## src/rtl/noekeon_data_out_serializer_pkg.sv

```systemverilog
// Shared Noekeon definitions used by the data-out serializer.
package noekeon_data_out_serializer_pkg;

  // Width of one Noekeon state/block in bits.
  localparam int BLOCK_W = 128;

  // Serializer state: idle, or a block is being presented word by word.
  typedef enum logic [0:0] {
    IDLE  = 1'b0,
    SHIFT = 1'b1
  } serState_e;

  // Number of words a block splits into for a given word width.
  function automatic int wordsPerBlock(input int wordW);
    return BLOCK_W / wordW;
  endfunction

endpackage

```

## src/rtl/noekeon_data_out_serializer_if.sv

```systemverilog
// Block-in / word-out bus of the Noekeon data-out serializer.
interface noekeon_data_out_serializer_if #(
  parameter int WORD_W = 32
);
  import noekeon_data_out_serializer_pkg::*;

  logic [BLOCK_W-1:0] inBlock;
  logic               inBlockValid;
  logic               outBlockReady;
  logic [WORD_W-1:0]  outWord;
  logic               outWordValid;
  logic               inWordReady;
  logic               outLast;
  logic               outOverflow;
  logic               inClearOverflow;

  // Block producer and word sink side (drives the serializer inputs).
  modport master (
    output inBlock, inBlockValid, inWordReady, inClearOverflow,
    input  outBlockReady, outWord, outWordValid, outLast, outOverflow
  );

  // Serializer side.
  modport slave (
    input  inBlock, inBlockValid, inWordReady, inClearOverflow,
    output outBlockReady, outWord, outWordValid, outLast, outOverflow
  );

endinterface

```

## src/rtl/noekeon_data_out_serializer.sv

```systemverilog
// Streams finished 128-bit Noekeon blocks out as WORD_W-bit words, MSW first.
// One further block waits in a pending buffer so consecutive blocks leave no
// bubble on the word bus; a block arriving while that buffer is full is
// dropped and flagged in a sticky overflow bit.
module noekeon_data_out_serializer
  import noekeon_data_out_serializer_pkg::*;
#(
  parameter int WORD_W = 32   // 8, 16, 32 or 64
) (
  input logic                           inClk,
  input logic                           inResetN,
  noekeon_data_out_serializer_if.slave  bus
);

  localparam int N     = wordsPerBlock(WORD_W);
  localparam int IDX_W = (N > 1) ? $clog2(N) : 1;
  localparam logic [IDX_W-1:0] LAST_IDX = IDX_W'(N - 1);

  serState_e           state;
  logic [BLOCK_W-1:0]  shiftReg;
  logic [BLOCK_W-1:0]  pendReg;
  logic                pendingFull;
  logic [IDX_W-1:0]    idx;
  logic                overflow;

  logic                wordValid;
  logic                wordHs;
  logic                lastHs;
  logic                dropBlock;
  logic [BLOCK_W-1:0]  shiftedReg;

  // All outputs come straight from registers; none depends on an input.
  assign wordValid          = (state == SHIFT);
  assign bus.outWordValid   = wordValid;
  assign bus.outWord        = shiftReg[BLOCK_W-1 -: WORD_W];
  assign bus.outLast        = wordValid && (idx == LAST_IDX);
  assign bus.outBlockReady  = !pendingFull;
  assign bus.outOverflow    = overflow;

  assign wordHs     = wordValid && bus.inWordReady;
  assign lastHs     = wordHs && (idx == LAST_IDX);
  // A full pending buffer rejects the block even if it empties this cycle,
  // because outBlockReady was already low when the block was offered.
  assign dropBlock  = bus.inBlockValid && pendingFull;
  assign shiftedReg = {shiftReg[BLOCK_W-WORD_W-1:0], {WORD_W{1'b0}}};

  // Serializer state machine: load, shift, pending buffer and overflow flag.
  always_ff @(posedge inClk) begin
    if (!inResetN) begin
      state       <= IDLE;
      shiftReg    <= {BLOCK_W{1'b0}};
      pendReg     <= {BLOCK_W{1'b0}};
      pendingFull <= 1'b0;
      idx         <= {IDX_W{1'b0}};
      overflow    <= 1'b0;
    end else begin
      if (dropBlock) begin
        overflow <= 1'b1;
      end else if (bus.inClearOverflow) begin
        overflow <= 1'b0;
      end else begin
        overflow <= overflow;
      end

      case (state)
        IDLE: begin
          if (bus.inBlockValid) begin
            shiftReg <= bus.inBlock;
            idx      <= {IDX_W{1'b0}};
            state    <= SHIFT;
          end else begin
            state    <= IDLE;
          end
        end

        SHIFT: begin
          if (lastHs) begin
            idx <= {IDX_W{1'b0}};
            if (pendingFull) begin
              // Pending block follows directly; any new strobe was dropped.
              shiftReg    <= pendReg;
              pendingFull <= 1'b0;
            end else if (bus.inBlockValid) begin
              // Nothing waiting: the new block bypasses the pending buffer.
              shiftReg    <= bus.inBlock;
            end else begin
              shiftReg    <= shiftedReg;
              state       <= IDLE;
            end
          end else begin
            if (wordHs) begin
              shiftReg <= shiftedReg;
              idx      <= idx + IDX_W'(1);
            end else begin
              shiftReg <= shiftReg;
            end
            if (bus.inBlockValid && !pendingFull) begin
              pendReg     <= bus.inBlock;
              pendingFull <= 1'b1;
            end else begin
              pendingFull <= pendingFull;
            end
          end
        end

        default: begin
          state       <= IDLE;
          idx         <= {IDX_W{1'b0}};
          pendingFull <= 1'b0;
        end
      endcase
    end
  end

endmodule

```

## src/flat_wrapper.sv

```systemverilog
// flat-port wrapper written by rule: the top's interface ports become plain ports
module noekeon_data_out_serializer_flat import noekeon_data_out_serializer_pkg::*;
#(
  parameter int WORD_W = 32                     
)
  (inClk, inResetN, bus_inBlock, bus_inBlockValid, bus_inWordReady, bus_inClearOverflow, bus_outBlockReady, bus_outWord, bus_outWordValid, bus_outLast, bus_outOverflow);
  noekeon_data_out_serializer_if #(.WORD_W(WORD_W)) bus_i ();
  input logic inClk;
  input logic inResetN;
  input wire logic [$bits(bus_i.inBlock)-1:0] bus_inBlock;
  input wire logic [$bits(bus_i.inBlockValid)-1:0] bus_inBlockValid;
  input wire logic [$bits(bus_i.inWordReady)-1:0] bus_inWordReady;
  input wire logic [$bits(bus_i.inClearOverflow)-1:0] bus_inClearOverflow;
  output wire logic [$bits(bus_i.outBlockReady)-1:0] bus_outBlockReady;
  output wire logic [$bits(bus_i.outWord)-1:0] bus_outWord;
  output wire logic [$bits(bus_i.outWordValid)-1:0] bus_outWordValid;
  output wire logic [$bits(bus_i.outLast)-1:0] bus_outLast;
  output wire logic [$bits(bus_i.outOverflow)-1:0] bus_outOverflow;
  assign bus_i.inBlock = bus_inBlock;
  assign bus_i.inBlockValid = bus_inBlockValid;
  assign bus_i.inWordReady = bus_inWordReady;
  assign bus_i.inClearOverflow = bus_inClearOverflow;
  assign bus_outBlockReady = bus_i.outBlockReady;
  assign bus_outWord = bus_i.outWord;
  assign bus_outWordValid = bus_i.outWordValid;
  assign bus_outLast = bus_i.outLast;
  assign bus_outOverflow = bus_i.outOverflow;
  noekeon_data_out_serializer #(.WORD_W(WORD_W)) u_core (.inClk(inClk), .inResetN(inResetN), .bus(bus_i));
endmodule
```

## config.mk

```make
export PLATFORM = sky130hd
export DESIGN_NAME = noekeon_data_out_serializer_flat
export DESIGN_NICKNAME = d
export VERILOG_FILES = /design/src/rtl/noekeon_data_out_serializer_pkg.sv /design/src/rtl/noekeon_data_out_serializer_if.sv /design/src/rtl/noekeon_data_out_serializer.sv /design/src/flat_wrapper.sv
export SDC_FILE = /design/constraint.sdc
export NUM_CORES = 1
export LEC_CHECK = 0
export BUFFER_PORTS_ARGS = -buffer_cell sky130_fd_sc_hd__buf_2
export CORE_MARGIN = 5
export CORE_UTILIZATION = 30
export CTS_CLUSTER_DIAMETER = 120
export DETAILED_ROUTE_END_ITERATION = 16
export PLACE_DENSITY_LB_ADDON = 0.2
export SYNTH_ARGS = -nofsm -noshare
export SYNTH_HDL_FRONTEND = slang
export SYNTH_SLANG_ARGS = --single-unit
export TNS_END_PERCENT = 30
```

## constraint.sdc

```tcl
create_clock -name inClk -period 2.1 [get_ports inClk]
set_input_delay 0.525 -clock inClk [delete_from_list [all_inputs] [get_ports inClk]]
set_output_delay 0.525 -clock inClk [all_outputs]
set_load 0.01 [all_outputs]
```

Word level (Yosys, flattened, before mapping):

Index checks and enable logic that the tools add are counted.

* register bits after elaboration: 261
* output and inout port bits: 36

* equality and inequality tests: 3
* reduce and logical (&&, ||, !) cells: 11
* mux-type cells: 18
* bitwise gates (word level): 2
* $add $sub $neg: 1

Operators by type and width (count)
* 2-to-1 mux 128 bit: 5
* one-hot mux 128 bit (2 select lines): 1
* 2-to-1 mux 1 bit: 7
* 2-to-1 mux 2 bit: 3
* logical AND 1 bit: 5
* one-hot mux 2 bit (2 select lines): 1
* AND reduction 2 bit: 2
* nonzero test 2 bit: 2
* != test 3 bit, second input constant: 1
* AND reduction 3 bit: 1
* adder 2 x 1 -> 2 bit, second input constant: 1
* == test 2 bit, second input constant: 1
* != test 2 bit, second input constant: 1
* inverter 1 bit: 2
* one-hot mux 1 bit (2 select lines): 1
* logical NOT 1 bit: 1

Longest topological paths before layout:

* depth in word-level cells: 4
* gate-level depth with buffers: 9
* depth with buffers taken out: 5

Least setup slack after synthesis:

OpenSTA, ideal clock, no wires.

* kind: reg-to-reg
* from: register u_core.idx[0]
* to: register u_core.shiftReg[48]
* clock period less this slack: 1.656 ns
* required time: 1.983 ns
* cell stages (with the launch flop): 8
* data arrival time: 1.538 ns
* path slack: 0.444 ns
* buffers on the path: 2
* setup time: 0.117 ns
* cell sequence: dfxtp_1 ha_1 a21boi_2 buf_2 buf_2 a31oi_1 a21o_1 a32o_1

* cells in the longest elaborated chain, start to end: 4
* elaborated cells on any way between the ends: 6
* those cells by class: eq/ne: 2; mux: 2; reduce/logical: 2

Ends and longest elaborated chain
* start, declared: RTL line noekeon_data_out_serializer.sv:23 `logic [IDX_W-1:0] idx;`
* start signal, assigned: RTL line noekeon_data_out_serializer.sv:54 `idx <= {IDX_W{1'b0}};`
* start signal, assigned: RTL line noekeon_data_out_serializer.sv:69 `idx <= {IDX_W{1'b0}};`
* start signal, assigned: RTL line noekeon_data_out_serializer.sv:78 `idx <= {IDX_W{1'b0}};`
* == test 2 bit (*): RTL line noekeon_data_out_serializer.sv:41 `assign lastHs = wordHs && (idx == LAST_IDX);`
* logical AND 1 bit (*): RTL line noekeon_data_out_serializer.sv:41
* 2-to-1 mux 128 bit / != test 3 bit (equally long branches)
* one-hot mux 128 bit (2 select lines) / AND reduction 2 bit (equally long branches)
* end signal, assigned: RTL line noekeon_data_out_serializer.sv:68 `shiftReg <= bus.inBlock;`
* end signal, assigned: RTL line noekeon_data_out_serializer.sv:81 `shiftReg <= pendReg;`
* end signal, assigned: RTL line noekeon_data_out_serializer.sv:85 `shiftReg <= bus.inBlock;`
* end, declared: RTL line noekeon_data_out_serializer.sv:20 `logic [BLOCK_W-1:0] shiftReg;`

Mark *: on every way between the ends. The rest lies on a longest branch, timed or not.
A chain may end at the register's enable or synchronous reset.

Final worst setup path:

* from: register u_core.idx[0]
* to: output bus_outLast

* cells in the longest elaborated chain, start to end: 2

Ends and longest elaborated chain
* == test 2 bit: RTL line noekeon_data_out_serializer.sv:36 `assign bus.outLast = wordValid && (idx == LAST_IDX);`
* logical AND 1 bit: RTL line noekeon_data_out_serializer.sv:36
* end, declared: RTL line flat_wrapper.sv:17 `output wire logic [$bits(bus_i.outLast)-1:0] bus_outLast;`

Every way passes these cells.

==> metrics <==
status finished, final reports clean; reg2reg end u_core.shiftReg[69]; vias in the first global route 11600; fin nets 1952; crit path kind flop to output port; first-pass GRT wire length 72.5 mm; total die area 48300 um^2; worst endpoint required time 1570 ps; # placed instances 2369; Sw Ratio 27.3%; DR DRC count 0; post-synthesis cell area approximately 13000 um^2; hold path cells 3; largest stage delay on the critical path 360 ps; worst r2r src u_core.bus.outWordValid; Critical Path AT 1470 ps; 1st-iter DRT viols 1008; Final min period 1990 ps; P_int 9.55 mW; wire per inst 19.6 um; routed wl met2 roughly 21 mm; WL final 47.5 mm; Post-Synthesis Cells between 1500 and 2000; min-delay src bus_inBlock[24]; vias per inst 5.19; clock network power share 43.6%; syn nets roughly 1900; top routing layer in use met5; H-tree depth 1; clk sinks 261; Final Slew Violations 0; Worst slew margin between 50% and 60%; leak pwr 5.98 nW; combinational power share 14.1%; FF-to-FF path depth 7; Die Wd 220 um; CP Launch Type flop; clock skew ~16 ps; VDD IR max a little under 600 uV; starting density of the core 30.5%; clock latency on the worst-skew pair between 500 and 600 ps; clk buf depth 3; Clk pin slew, worst setup/hold paths roughly 60 ps; r2r setup slk roughly 250 ps; global-route usage over all layers between 10% and 20%; Final ANT Viol Nets 0; RSZ-0062 raised after global routing false; WHS Endpoint u_core.pendReg[24]; syn avg cell area 7.44 um^2; CTS tree built; CTS Hold Bufs 0; final setup vio count 0; pin count of the biggest net entering global routing 100; max cap viols 0; Chip Height 220 um; fill cell count 4589; GRT Residual Overflow 0; CP max-delay cell dfxtp_1; Max FO, Critical Path 5; Seq pwr share 42.3%; clk root buf clkbuf_16; Buf/Inv on CP 1; Period Utilization, post-route 95.0%; Switch Pwr 3.58 mW; Rows 76; post-DP HPWL 31.1 mm; synth unique cells 29; register area share after synthesis 39.5%; io pins 169; Finished Layout Cells 2430; initial antenna violation count 6; Syn. warnings 0; pwr/cell area around 850 nW/um^2; setup TNS 0 ps; FMAX 0.501 GHz; Worst path top cell family by delay flip-flops; Tightest Hold Check Type input port to flop; Total Power roughly 13 mW; drt pass-1 iters 6; vias post-DR 12600; M1 WL ~22 mm; Placer Congestion 0.768; FF+latch count, synth 261; core area 43400 um^2; Final Hold Violating Endpoints 0; CP Cell Sequence ha_2, and2_1, buf_2; proportion of layout cells with a drive suffix above 1 about 15%; Worst setup EP type output port; Least-Margin Pin Slew approximately 700 ps; DR WL met3 between 2 and 3 mm; # port buffers 168; Num CTS Buffers 31; synthesis-to-finish area growth 17.3%
[through the flow]
| stage | area, um^2 | util, % | hold WS [ps] | setup WS [ps] |
|---|---|---|---|---|
| finish | 15500 | 35.7 | 214 | 105 |
| global route | 15500 | 35.7 | 206 | 29.6 |
| CTS | 15500 | 35.7 | 188 | 60.8 |
| detailed placement | 14400 | 33.2 | 446 | 129 |
| global placement | 14400 | 33.2 | 440 | 159 |
| floorplan | 13200 | - | 435 | 444 |
[cell families (layout without fill, tap and decap cells)]
family / count (synthesis) / after routing / synth area share, %
AOI/OAI and AO/OA: 632 / 632 / 31.0
adders and majority gates: 1 / 1 / 0.0947
other: 0 / 4 / 0
buffers and inverters: 207 / 272 / 8.41
and+or+nand+nor: 675 / 675 / 21.0
DFF: 261 / 261 / 39.5
[placed cells by master, fill, tap and decap left out, drive strengths merged, types with 3 or more instances in the layout]
cell | netlist | layout
diode | 0 | 4
nand3b | 56 | 56
a22oi | 40 | 40
a31oi | 57 | 57
nand2 | 604 | 604
a21boi | 131 | 131
and3 | 3 | 3
o21ai | 217 | 217
nand3 | 3 | 3
clkbuf | 85 | 45
clkinv | 0 | 7
bufinv | 0 | 4
buf | 121 | 215
a21o | 56 | 56
a21oi | 73 | 73
nor2b | 3 | 3
dfxtp | 261 | 261
a32o | 56 | 56
[worst max path at each step]
stage / depth (start not counted) / startpoint / end
2_1_floorplan: 7 / u_core.idx[0] / u_core.shiftReg[48]
3_3_place_gp: 7 / bus_inBlockValid / u_core.shiftReg[114]
3_5_place_dp: 7 / bus_inWordReady / u_core.pendReg[69]
4_1_cts: 3 / u_core.idx[0] / bus_outLast
5_1_grt: 3 / u_core.idx[0] / bus_outLast
6_report: 3 / u_core.idx[0] / bus_outLast
[cell type report]
| cell class | count | area (um^2) | area share [%] |
|---|---|---|---|
| Sequential cell | 261 | 5230 | 33.8 |
| Inverter | 1 | 3.75 | 0.0242 |
| Clock inverter | 11 | 155 | 1.00 |
| Tap cell | 585 | 732 | 4.72 |
| Antenna cell | 4 | 10.0 | 0.0646 |
| Multi-Input combinational cell | 1308 | 6940 | 44.8 |
| Timing Repair Buffer | 215 | 1490 | 9.64 |
| Clock buffer | 45 | 928 | 5.99 |
[state kept, by name (all words and copies together), names as in the netlist]
| register | flops |
|---|---|
| u_core.bus.outOverflow | 1 |
| u_core.bus.outWordValid | 1 |
| u_core.idx | 2 |
| u_core.pendReg | 128 |
| u_core.pendingFull | 1 |
| u_core.shiftReg | 128 |
[tightest hold or removal path: stages]
cell	delay, ps
buf_2	110
nand2_1	50
a21boi_1	50
[metal layers]
layer	vias up	global-route usage (%)
met5	-	0
li1	6192	-
met2	394	29.5
met4	4	5.70
met1	5959	27.3
met3	67	2.84
[timing repair]
item	in CTS	in global routing
resized for setup	3	0
setup buffers	1	0
endpoints found under the setup margin	2	0
[power groups by stage]
stage                     registers [mW]  logic, mW  clock network, mW
after detailed placement            5.67       1.86                  0
after global routing                5.58       2.07               6.05
after CTS                           5.55       1.88               5.86
final                               5.55       1.86               5.72
after global placement              5.67       1.83                  0
after floorplan                     5.50       1.27                  0
[cell usage after synthesis, drive strengths merged]
library cell / instances / area (um^2)
o211ai: 1 / 7.51
nor2b: 3 / 18.8
and3: 3 / 18.8
dfxtp: 261 / 5230
a21boi: 131 / 987
nand2: 604 / 2270
nand3: 3 / 15.0
buf: 121 / 788
nor2: 1 / 3.75
o21a: 1 / 7.51
a31oi: 57 / 357
and2: 2 / 12.5
a21o: 56 / 420
a32o: 56 / 561
o21ai: 217 / 1090
a22oi: 40 / 300
nor3: 1 / 5.00
a21oi: 73 / 365
nand3b: 56 / 420
nand2b: 2 / 12.5
clkbuf: 85 / 319
ha: 1 / 12.5
inv: 1 / 3.75
(Power assumes the default switching activity.)
